### src/rtl/bcd_countdown_timer_pkg.sv
// Shared types and constants for the BCD countdown timer.
package bcd_countdown_timer_pkg;

  typedef enum logic [1:0] {
    ST_IDLE    = 2'd0,
    ST_RUN     = 2'd1,
    ST_PAUSED  = 2'd2,
    ST_EXPIRED = 2'd3
  } state_e;

  localparam logic [3:0] BCD_MAX  = 4'd9;
  localparam logic [3:0] BCD_ZERO = 4'd0;

  function automatic logic [3:0] bcd_clamp(input logic [3:0] nib);
    return (nib > BCD_MAX) ? BCD_MAX : nib;
  endfunction

endpackage

### src/rtl/bcd_countdown_timer_digit.sv
// One BCD down-counting digit: clamps on load, wraps 0 -> 9 when enabled.
module bcd_down_digit
  import bcd_countdown_timer_pkg::*;
(
  input  logic       clk,
  input  logic       reset,
  input  logic       load,
  input  logic [3:0] load_digit,
  input  logic       enable,
  output logic [3:0] digit,
  output logic       is_zero
);

  logic [3:0] digit_q, digit_d;

  always_comb begin
    digit_d = digit_q;
    if (load) begin
      digit_d = bcd_clamp(load_digit);
    end else if (enable) begin
      digit_d = (digit_q == BCD_ZERO) ? BCD_MAX : digit_q - 4'd1;
    end
  end

  always_ff @(posedge clk or negedge reset) begin
    if (!reset) digit_q <= BCD_ZERO;
    else        digit_q <= digit_d;
  end

  assign digit   = digit_q;
  assign is_zero = (digit_q == BCD_ZERO);

endmodule

### src/rtl/bcd_countdown_timer.sv
// Multi-digit BCD countdown timer: run/pause/expire FSM over a chain of down digits.
module bcd_countdown_timer
  import bcd_countdown_timer_pkg::*;
#(
  parameter int unsigned DIGITS = 3
) (
  input  logic                  clk,
  input  logic                  reset,
  input  logic                  tick,
  input  logic                  load,
  input  logic [4*DIGITS-1:0]   load_value,
  input  logic                  start,
  input  logic                  pause,
  output logic [4*DIGITS-1:0]   count,
  output logic [DIGITS-1:0]     b_enable,
  output logic                  running,
  output logic                  expired,
  output logic                  done
);

  state_e state_q;
  logic   running_q, done_q, expired_q;

  logic [3:0]        digit_w [DIGITS];
  logic [DIGITS-1:0] is_zero_w;
  logic [DIGITS-1:0] b_en_w;
  logic              all_zero, count_is_one, dec_en;

  always_comb begin
    logic chain;
    logic upper_zero;
    chain      = 1'b1;
    upper_zero = 1'b1;
    b_en_w     = '0;
    for (int i = 0; i < int'(DIGITS); i++) begin
      b_en_w[i] = chain;
      chain     = chain & is_zero_w[i];
      if (i > 0) upper_zero = upper_zero & is_zero_w[i];
    end
    all_zero     = chain;
    count_is_one = upper_zero && (digit_w[0] == 4'd1);
  end

  // all_zero guard keeps the chain from ever wrapping 000 -> 999
  assign dec_en = (state_q == ST_RUN) && tick && !load && !pause && !all_zero;

  for (genvar g = 0; g < int'(DIGITS); g++) begin : g_digit
    bcd_down_digit u_digit (
      .clk        (clk),
      .reset      (reset),
      .load       (load),
      .load_digit (load_value[4*g +: 4]),
      .enable     (dec_en & b_en_w[g]),
      .digit      (digit_w[g]),
      .is_zero    (is_zero_w[g])
    );
    assign count[4*g +: 4] = digit_w[g];
  end

  always_ff @(posedge clk or negedge reset) begin
    if (!reset) begin
      state_q   <= ST_IDLE;
      running_q <= 1'b0;
      done_q    <= 1'b0;
      expired_q <= 1'b0;
    end else begin
      expired_q <= 1'b0;
      if (load) begin
        state_q   <= ST_IDLE;
        running_q <= 1'b0;
        done_q    <= 1'b0;
      end else begin
        case (state_q)
          ST_IDLE: begin
            if (start) begin
              if (all_zero) begin
                state_q   <= ST_EXPIRED;
                done_q    <= 1'b1;
                expired_q <= 1'b1;
              end else begin
                state_q   <= ST_RUN;
                running_q <= 1'b1;
              end
            end
          end
          ST_RUN: begin
            if (pause) begin
              state_q   <= ST_PAUSED;
              running_q <= 1'b0;
            end else if (tick && count_is_one) begin
              state_q   <= ST_EXPIRED;
              running_q <= 1'b0;
              done_q    <= 1'b1;
              expired_q <= 1'b1;
            end
          end
          ST_PAUSED: begin
            if (start && !pause) begin
              state_q   <= ST_RUN;
              running_q <= 1'b1;
            end
          end
          default: ;
        endcase
      end
    end
  end

  assign b_enable = b_en_w;
  assign running  = running_q;
  assign done     = done_q;
  assign expired  = expired_q;

endmodule

### config.mk
export PLATFORM = sky130hd
export DESIGN_NAME = bcd_countdown_timer
export DESIGN_NICKNAME = d
export VERILOG_FILES = /design/src/rtl/bcd_countdown_timer_pkg.sv /design/src/rtl/bcd_countdown_timer_digit.sv /design/src/rtl/bcd_countdown_timer.sv
export SDC_FILE = /design/constraint.sdc
export NUM_CORES = 1
export LEC_CHECK = 0
export CAP_MARGIN = 10
export CORE_ASPECT_RATIO = 0.6
export CORE_UTILIZATION = 46
export DETAILED_ROUTE_END_ITERATION = 10
export PLACE_DENSITY = 0.79
export SYNTH_ARGS = -nofsm -noshare
export SYNTH_HDL_FRONTEND = slang
export SYNTH_SLANG_ARGS = --single-unit
### constraint.sdc
create_clock -name clk -period 3.1 [get_ports clk]
set_clock_uncertainty 0.2 [all_clocks]
set_input_delay 0.62 -clock clk [delete_from_list [all_inputs] [get_ports clk]]
set_output_delay 0.62 -clock clk [all_outputs]
set_load 0.01 [all_outputs]
Yosys cells after proc, flatten, opt, wreduce, memory -nomap -nowiden
Cells that the tools add are included.
{ "classes": {"n_addsub": 3, "multipliers": 0, "n_div": 0, "magnitude_cmp": 3, "n_eq_ne": 10, "shifts": 0, "muxes": 38, "n_bitwise": 5, "reduce_logical": 22} }
{ "op_table": {"columns": ["cell", "n"], "rows": [
  ["2-to-1 mux 4 bit", 12],
  ["2-to-1 mux 1 bit", 16],
  ["inequality test 3 bit, second input constant", 5],
  ["greater-than comparator 4 bit, second input constant", 3],
  ["logical NOT 4 bit", 3],
  ["2-to-1 mux 2 bit", 6],
  ["subtractor 4 x 1 -> 4 bit, second input constant", 3],
  ["AND reduction 5 bit", 2],
  ["logical AND 1 bit", 7],
  ["case mux 2 bit (3 select lines)", 1],
  ["nonzero test 2 bit", 3],
  ["AND 1 bit", 5],
  ["equality test 4 x 1 -> 1 bit, second input constant", 1],
  ["inequality test 4 x 3 -> 1 bit, second input constant", 1],
  ["case mux 1 bit (2 select lines)", 2],
  ["AND reduction 4 bit", 1],
  ["nonzero test 4 bit", 1],
  ["logical NOT 1 bit", 3],
  ["inequality test 3 x 2 -> 1 bit, second input constant", 1],
  ["case mux 1 bit (3 select lines)", 1],
  ["nonzero test 3 bit", 1],
  ["equality test 2 x 1 -> 1 bit, second input constant", 1],
  ["equality test 2 bit, second input constant", 1],
  ["logical NOT 2 bit", 1]
]} }
{ "word_totals": {"ff_bits": 17, "latchBits": 0, "mem_bits_rw": 0, "romBits": 0, "inputBits": 18, "out_inout_bits": 18, "elab_cells": 88, "n_memories": 0} }

Longest topological paths before layout
Gate-level depths: netlist (run 1).
{ "depth": {"ltp_word": 8, "depth_mapped": 6, "ltp_nobuf": 6} }

Hierarchy
A second synthesis (run 1) with hierarchy kept.
{ "hier_totals": {"cells_unflattened": 113, "hier_area_um2": 1158.6} }
{ "by_module_without_submodules": {"columns": ["mod", "n_inst", "cells_each", "area_each_um2", "seq_area_each_um2"], "rows": [
  ["bcd_down_digit", 3, 23, 236.5, 100.1],
  ["bcd_countdown_timer", 1, 44, 449.2, 125.1]
]} }

Worst setup path before layout (run 1)
Ideal clock, no wire load.
{ "synth_path": {"path_kind": "register to register", "startpoint": "register g_digit[0].u_digit.digit_q[1]", "endpoint": "register g_digit[2].u_digit.digit_q[2]", "setup_time_ps": 126, "arrival_time_ps": 1979, "required_ps": 2774, "path_slack_ps": 794, "path_stages_with_launch": 5, "path_buffers": 1, "synth_period_minus_slack_ps": 2306, "cell_sequence": "dfrtp_1 > or4_1 > buf_2 > or4_4 > a311o_1"} }
{ "synth_between": {"elab_chain_len": 7} }
{ "synth_rtl": {"columns": ["element", "line_no", "source"], "rows": [
  ["start: declaration", "bcd_countdown_timer_digit.sv:14", "logic [3:0] digit_q, digit_d;"],
  ["start signal: assignment", "bcd_countdown_timer_digit.sv:27", "else digit_q <= digit_d;"],
  ["logical NOT 4 bit (*)", "bcd_countdown_timer_digit.sv:31", "assign is_zero = (digit_q == BCD_ZERO);"],
  ["AND 1 bit (*)", "bcd_countdown_timer.sv:37", "chain = chain & is_zero_w[i];"],
  ["AND 1 bit", "bcd_countdown_timer.sv:37", null],
  ["logical NOT 1 bit", "bcd_countdown_timer.sv:45", "assign dec_en = (state_q == ST_RUN) && tick && !load && !pause && !all_zero;"],
  ["logical AND 1 bit", "bcd_countdown_timer.sv:45", null],
  ["AND 1 bit (*)", "bcd_countdown_timer.sv:53", ".enable (dec_en & b_en_w[g]),"],
  ["nonzero test 2 bit (no source line) (*)", null, null],
  ["end signal: assignment", "bcd_countdown_timer_digit.sv:27", null],
  ["end: declaration", "bcd_countdown_timer_digit.sv:14", null]
]} }
Every way passes the cells marked *; elsewhere a longest branch is shown, timed or not.
A chain may end at the register's enable or synchronous reset.

Final worst setup path (run 1)
{ "layout_path": {"startpoint": "register g_digit[0].u_digit.digit_q[1]", "endpoint": "output b_enable[1]"} }
{ "layout_between": {"elab_chain_len": 1} }
{ "layout_rtl": {"columns": ["element", "line_no", "source"], "rows": [
  ["logical NOT 4 bit", "bcd_countdown_timer_digit.sv:31", null],
  ["end: declaration", "bcd_countdown_timer.sv:15", "output logic [DIGITS-1:0] b_enable,"]
]} }
No other way between the ends.

==> results.cfg, run 1 <==
[status]
status = completed

[power]
clkPwrFrac_pct = 22.1
powerDensity_mw_per_mm2 = 464
combPwrFrac_pct = 38.3
p_sw_share_pct = 33.6
p_leak_nw = 0.625
p_switching_mw = 0.251
irDropWorstVdd_uv = 356
p_int_mw = 0.496
power_frac_seq_pct = 39.5

[logic_synthesis]
synth.distinct_cells = 47
syn_nets = 153
synth_edf_count = 0
synth_top_area_share_pct = 36.0
yosys.area.top_type = dfrtp_1
ys_ff_latch = 17
seq_area_frac_synth_pct = 36.0
netlist_top_cells_area = dfrtp_1 36%, o21ai_0 4.7%, mux2_2 3.8%, nand2_1 3.5%, ha_1 3.2%
syn_avg_cell_area_sq_um = 8.95
yosysWarnings = 0
ys.flop_type = dfrtp_1
async_flop_share_pct = 100
synthesis.area_sq_mm = 0.00118
syn_inst = 132

[global_routing]
grt_pass1_vias = 969
grt_max_degree = 18
grt_pass1_wl_microns = 4840
antenna_found_initial = 0
gr-total-overflow = 0
track_usage_pct = 25.3

[critical_path]
arrival_ns = 2.16
crit_path_end_kind = output pin
crit_type = reg2out
start_kind = register
cp.required_ns = 2.28
worstPathMaxFanout = 7

[layout]
antennaDiodeCount = 0
final_common_cell = clkdlybuf4s50_1
synthToLayoutAreaGrowth_pct = 36.4
final_cell_mix = 34 x clkdlybuf4s50_1, 17 x dfrtp_1, 11 x nand2_1, 11 x o21ai_0, 10 x nor2_1
drive_gt1_share_pct = 11.2
final_core_util_pct = 70.3
fillers = 187
fin_nets = 191
final_cells = 199
design_area_sq_mm = 0.00161

[placed_design]
gp_congestion = 0.860
place_ws_ns = 0.332
numPlacedInstances = 195
place_area_sq_mm = 0.00157
hpwl_microns = 2370
port_buffers = 34

[sta]
setup_viol = 0
fin_tns_setup_ns = 0
setup_slack_ns = 0.117
fmax_mhz = 335
slew_headroom_pct = 48.1
slew_viol_final = 0
hold_violations = 0
tightestPinTransition_ns = 0.775
period_share_pct = 96.2
rsz0062_at_grt = no
finalWorstPathRequiredPeriod_ns = 2.98

[cts]
h-tree-depth = 1
post_cts_buffers = 0
clk_pin_slew_ns = 0.07
postCtsHoldBufs = 0
cts_tree = done
cts_max_path_buffers = 2
clk_latency_ns = 0.25
cts_resized = 0
clock-root-buffer = clkbuf_8
cts_buffers = 3
cts_sinks = 17

[floorplanning]
coreArea_sq_mm = 0.00229
start_util_pct = 51.5
die_h_microns = 41.3
die_w_microns = 67.4
die-area_sq_mm = 0.00278
io_pins = 36
rows = 13

[route]
routed_wl_microns = 3090
drc = 0
drtAntennaViolNets = 0
drtIter0Drc = 184
viasPerCell = 5.90
wire_per_inst_microns = 15.5
first_pass_iters = 4
num_vias = 1175

[job]
cap_violations = 0

[hold_path]
hold_path.class = reg2reg
## stage by stage
stage               hold WS, ns  power, mW
floorplan                 0.124      0.450
global placement          0.282      0.573
detailed placement        0.279      0.582
CTS                       0.298      0.749
global route              0.334      0.794
finish                    0.303      0.747
## cell usage after synthesis (all sizes together), types with 2 or more instances
cell type   n
nand2b      2
nor3        4
a22oi       2
nor4b       4
or4         4
o21a        4
dfrtp      17
a21o        2
nand3       2
buf         4
mux2i       3
and4        2
nor4        2
clkbuf      2
nand2      11
ha          3
nand4       5
a21oi       6
o22ai       2
o21ai      11
nor2b       2
inv         6
mux2        4
nor2       10
## layout make-up
type | count | area, sq um | share of cell area, %
multi-input combinational | 102 | 698 | 43.3
sequential | 17 | 425 | 26.4
timing repair buffer | 39 | 378 | 23.4
clock buffer | 3 | 41.3 | 2.56
tap | 30 | 37.5 | 2.33
inverter | 7 | 26.3 | 1.63
clock inverter | 1 | 5.00 | 0.311
## worst max-delay path, stage by stage (launching register included)
cell and delay, ns:
dfrtp_1 0.45, or4_1 0.65, inv_1 0.22, clkdlybuf4s50_1 0.58
## state kept, by name (all words and copies together), names as in the netlist
signal / cells
running: 1
state_q: 2
g_digit.u_digit.digit: 12
done: 1
expired: 1
## power groups by stage
| stage | sequential (mW) | combinational, mW | clock, mW |
|---|---|---|---|
| after floorplan | 0.304 | 0.146 | 0 |
| after global placement | 0.295 | 0.279 | 0 |
| after detailed placement | 0.298 | 0.284 | 0 |
| after CTS | 0.294 | 0.286 | 0.170 |
| after global routing | 0.300 | 0.315 | 0.179 |
| final | 0.295 | 0.286 | 0.165 |
## cell families (layout without fill, tap and decap cells)
logic type / count (synthesis) / count (layout) / synth area share (%)
buffers and inverters: 13 / 50 / 4.87
other: 1 / 1 / 0.317
multiplexers: 7 / 7 / 6.36
AO/OA/AOI/OAI: 37 / 37 / 21.1
flip-flops: 17 / 17 / 36.0
adder cells (fa/ha/maj): 3 / 3 / 3.18
AND/OR/NAND/NOR: 54 / 54 / 28.2
## layer usage
layer / vias to the layer above / global-route usage (%) / share of wire (%)
li1: 569 / - / -
met1: 563 / 35.2 / 49
met2: 41 / 39.5 / 44
met3: 2 / 7.78 / 7.1
met4: 0 / 3.19 / 0.26
met5: - / 0 / 0
## worst paths after layout
check | startpoint | to | slack [ns] | cells past startpoint
max in group asynchronous | reset | state_q[0] | 1.59 | 1
hold reg to reg | done | done | 0.30 | 1
hold / removal | done | done | 0.30 | 1
min in group asynchronous | reset | g_digit[0].u_digit.digit[0] | 0.62 | 1
setup / recovery | g_digit[0].u_digit.digit[1] | b_enable[1] | 0.12 | 3
setup reg to reg | g_digit[0].u_digit.digit[1] | g_digit[2].u_digit.digit[2] | 0.74 | 3
No activity file was read; power rests on OpenSTA's default activity.
==> run 2: changes to the inputs <==
--- a/config.mk
+++ b/config.mk
@@ -15 +15,2 @@
 export SYNTH_SLANG_ARGS = --single-unit
+export TNS_END_PERCENT = 30
==> constraint.sdc (replaced) <==
create_clock -name clk -period 3.1 [get_ports clk]
set_clock_uncertainty 0.2 [all_clocks]
set_input_delay 0.465 -clock clk [delete_from_list [all_inputs] [get_ports clk]]
set_output_delay 0.465 -clock clk [all_outputs]
set_load 0.01 [all_outputs]
==> results.cfg, run 2 (same netlist as run 1, synthesis figures left out) <==
[route]
num_vias = 1146
drtIter0Drc = 120
routed_wl_microns = 2980
first_pass_iters = 4
wire_per_inst_microns = 15.1
viasPerCell = 5.79
drtAntennaViolNets = 0
drc = 0

[critical_path]
crit_type = reg2out
cp_cell_sequence = or4_1 > inv_1 > clkdlybuf4s50_1
start_kind = register
cp_num_buf_inv = 2
slowest_delay_ns = 0.65
crit_path_end_kind = output pin
cp_slowest_cell = or4_1
crit_family = buffers and inverters
worstPathMaxFanout = 7
arrival_ns = 2.14
cp.required_ns = 2.43

[layout]
drive_gt1_share_pct = 10.7
synthToLayoutAreaGrowth_pct = 35.8
fillers = 175
largest_register_ffs = 12
fin_nets = 190
final_cell_mix = 34 x clkdlybuf4s50_1, 17 x dfrtp_1, 11 x nand2_1, 11 x o21ai_0, 10 x nor2_1
final_common_cell = clkdlybuf4s50_1
antennaDiodeCount = 0

[hold_path]
hold_path.class = reg2reg

[cts]
cts_sinks = 17
h-tree-depth = 1
clk_pin_slew_ns = 0.07
cts_buffers = 3
clk_latency_ns = 0.25
cts_tree = done
post_cts_buffers = 0
cts_max_path_buffers = 2
cts_resized = 0
clock-root-buffer = clkbuf_8
postCtsHoldBufs = 0

[job]
cap_violations = 0

[floorplanning]
rows = 13
die-area_sq_mm = 0.00278
die_w_microns = 67.4
die_h_microns = 41.3
coreArea_sq_mm = 0.00229
io_pins = 36
start_util_pct = 51.5

[sta]
period_share_pct = 90.4
fin_tns_setup_ns = 0
slew_headroom_pct = 46.9
setup_viol = 0
finalWorstPathRequiredPeriod_ns = 2.80
hold_violations = 0
slew_viol_final = 0
fmax_mhz = 357
rsz0062_at_grt = no
tightestPinTransition_ns = 0.794
setup_slack_ns = 0.299

[power]
irDropWorstVdd_uv = 369
powerDensity_mw_per_mm2 = 464
power_mw = 0.744
p_leak_nw = 0.620

[status]
status = completed

[global_routing]
gr-total-overflow = 0
antenna_found_initial = 0
grt_pass1_wl_microns = 4600
track_usage_pct = 24.0
grt_max_degree = 18
grt_pass1_vias = 953

[placed_design]
gp_congestion = 0.876
hpwl_microns = 2290
port_buffers = 34
place_ws_ns = 0.487
[run 2: cell count changes in the layout (fill, tap and decap cells not counted)]
cell / delta
buf_4: -1
[run 2: area by class of cell]
type                    count  area, sq um  area share [%]
repair buffers             38          370            23.1
clock buffers               3         41.3            2.57
multi-input cells         102          698            43.5
well taps                  30         37.5            2.34
flip-flops and latches     17          425            26.5
clock inverters             1         5.00           0.312
inverters                   7         26.3            1.64
[run 2: worst paths after layout]
| path | startpoint | endpoint | slack (ns) | cells past startpoint |
|---|---|---|---|---|
| max | g_digit[0].u_digit.digit[1] | b_enable[1] | 0.30 | 3 |
| min reg2reg | done | done | 0.30 | 1 |
| max in group asynchronous | reset | running | 1.74 | 1 |
| max reg2reg | g_digit[0].u_digit.digit[1] | g_digit[2].u_digit.digit[2] | 0.75 | 3 |
| min in group asynchronous | reset | state_q[0] | 0.47 | 1 |
| min | done | done | 0.30 | 1 |
[run 2: routing by layer]
layer | vias to the layer above | wire length [microns] | track usage (%)
li1 | 573 | - | -
met1 | 527 | 1550 | 34.4
met2 | 44 | 1220 | 35.5
met3 | 2 | 196 | 6.11
met4 | 0 | 13 | 6.91
met5 | - | 0 | 0
[run 2: where the power goes]
group          total, mW  leakage (nW)  switching (mW)  internal, mW
Combinational      0.279         0.381           0.128         0.151
Sequential         0.297         0.214          0.0448         0.252
Clock              0.168        0.0255          0.0785        0.0893
Total              0.744         0.620           0.251         0.493
[run 2: through the flow]
stage	hold WS [ns]	instances	util (%)	area (sq um)
2_1_floorplan	-0.0306	132	-	1180
3_3_place_gp	0.283	194	67.9	1560
3_5_place_dp	0.281	194	67.9	1560
4_1_cts	0.306	198	69.9	1600
5_1_grt	0.331	198	69.9	1600
6_report	0.302	198	69.9	1600
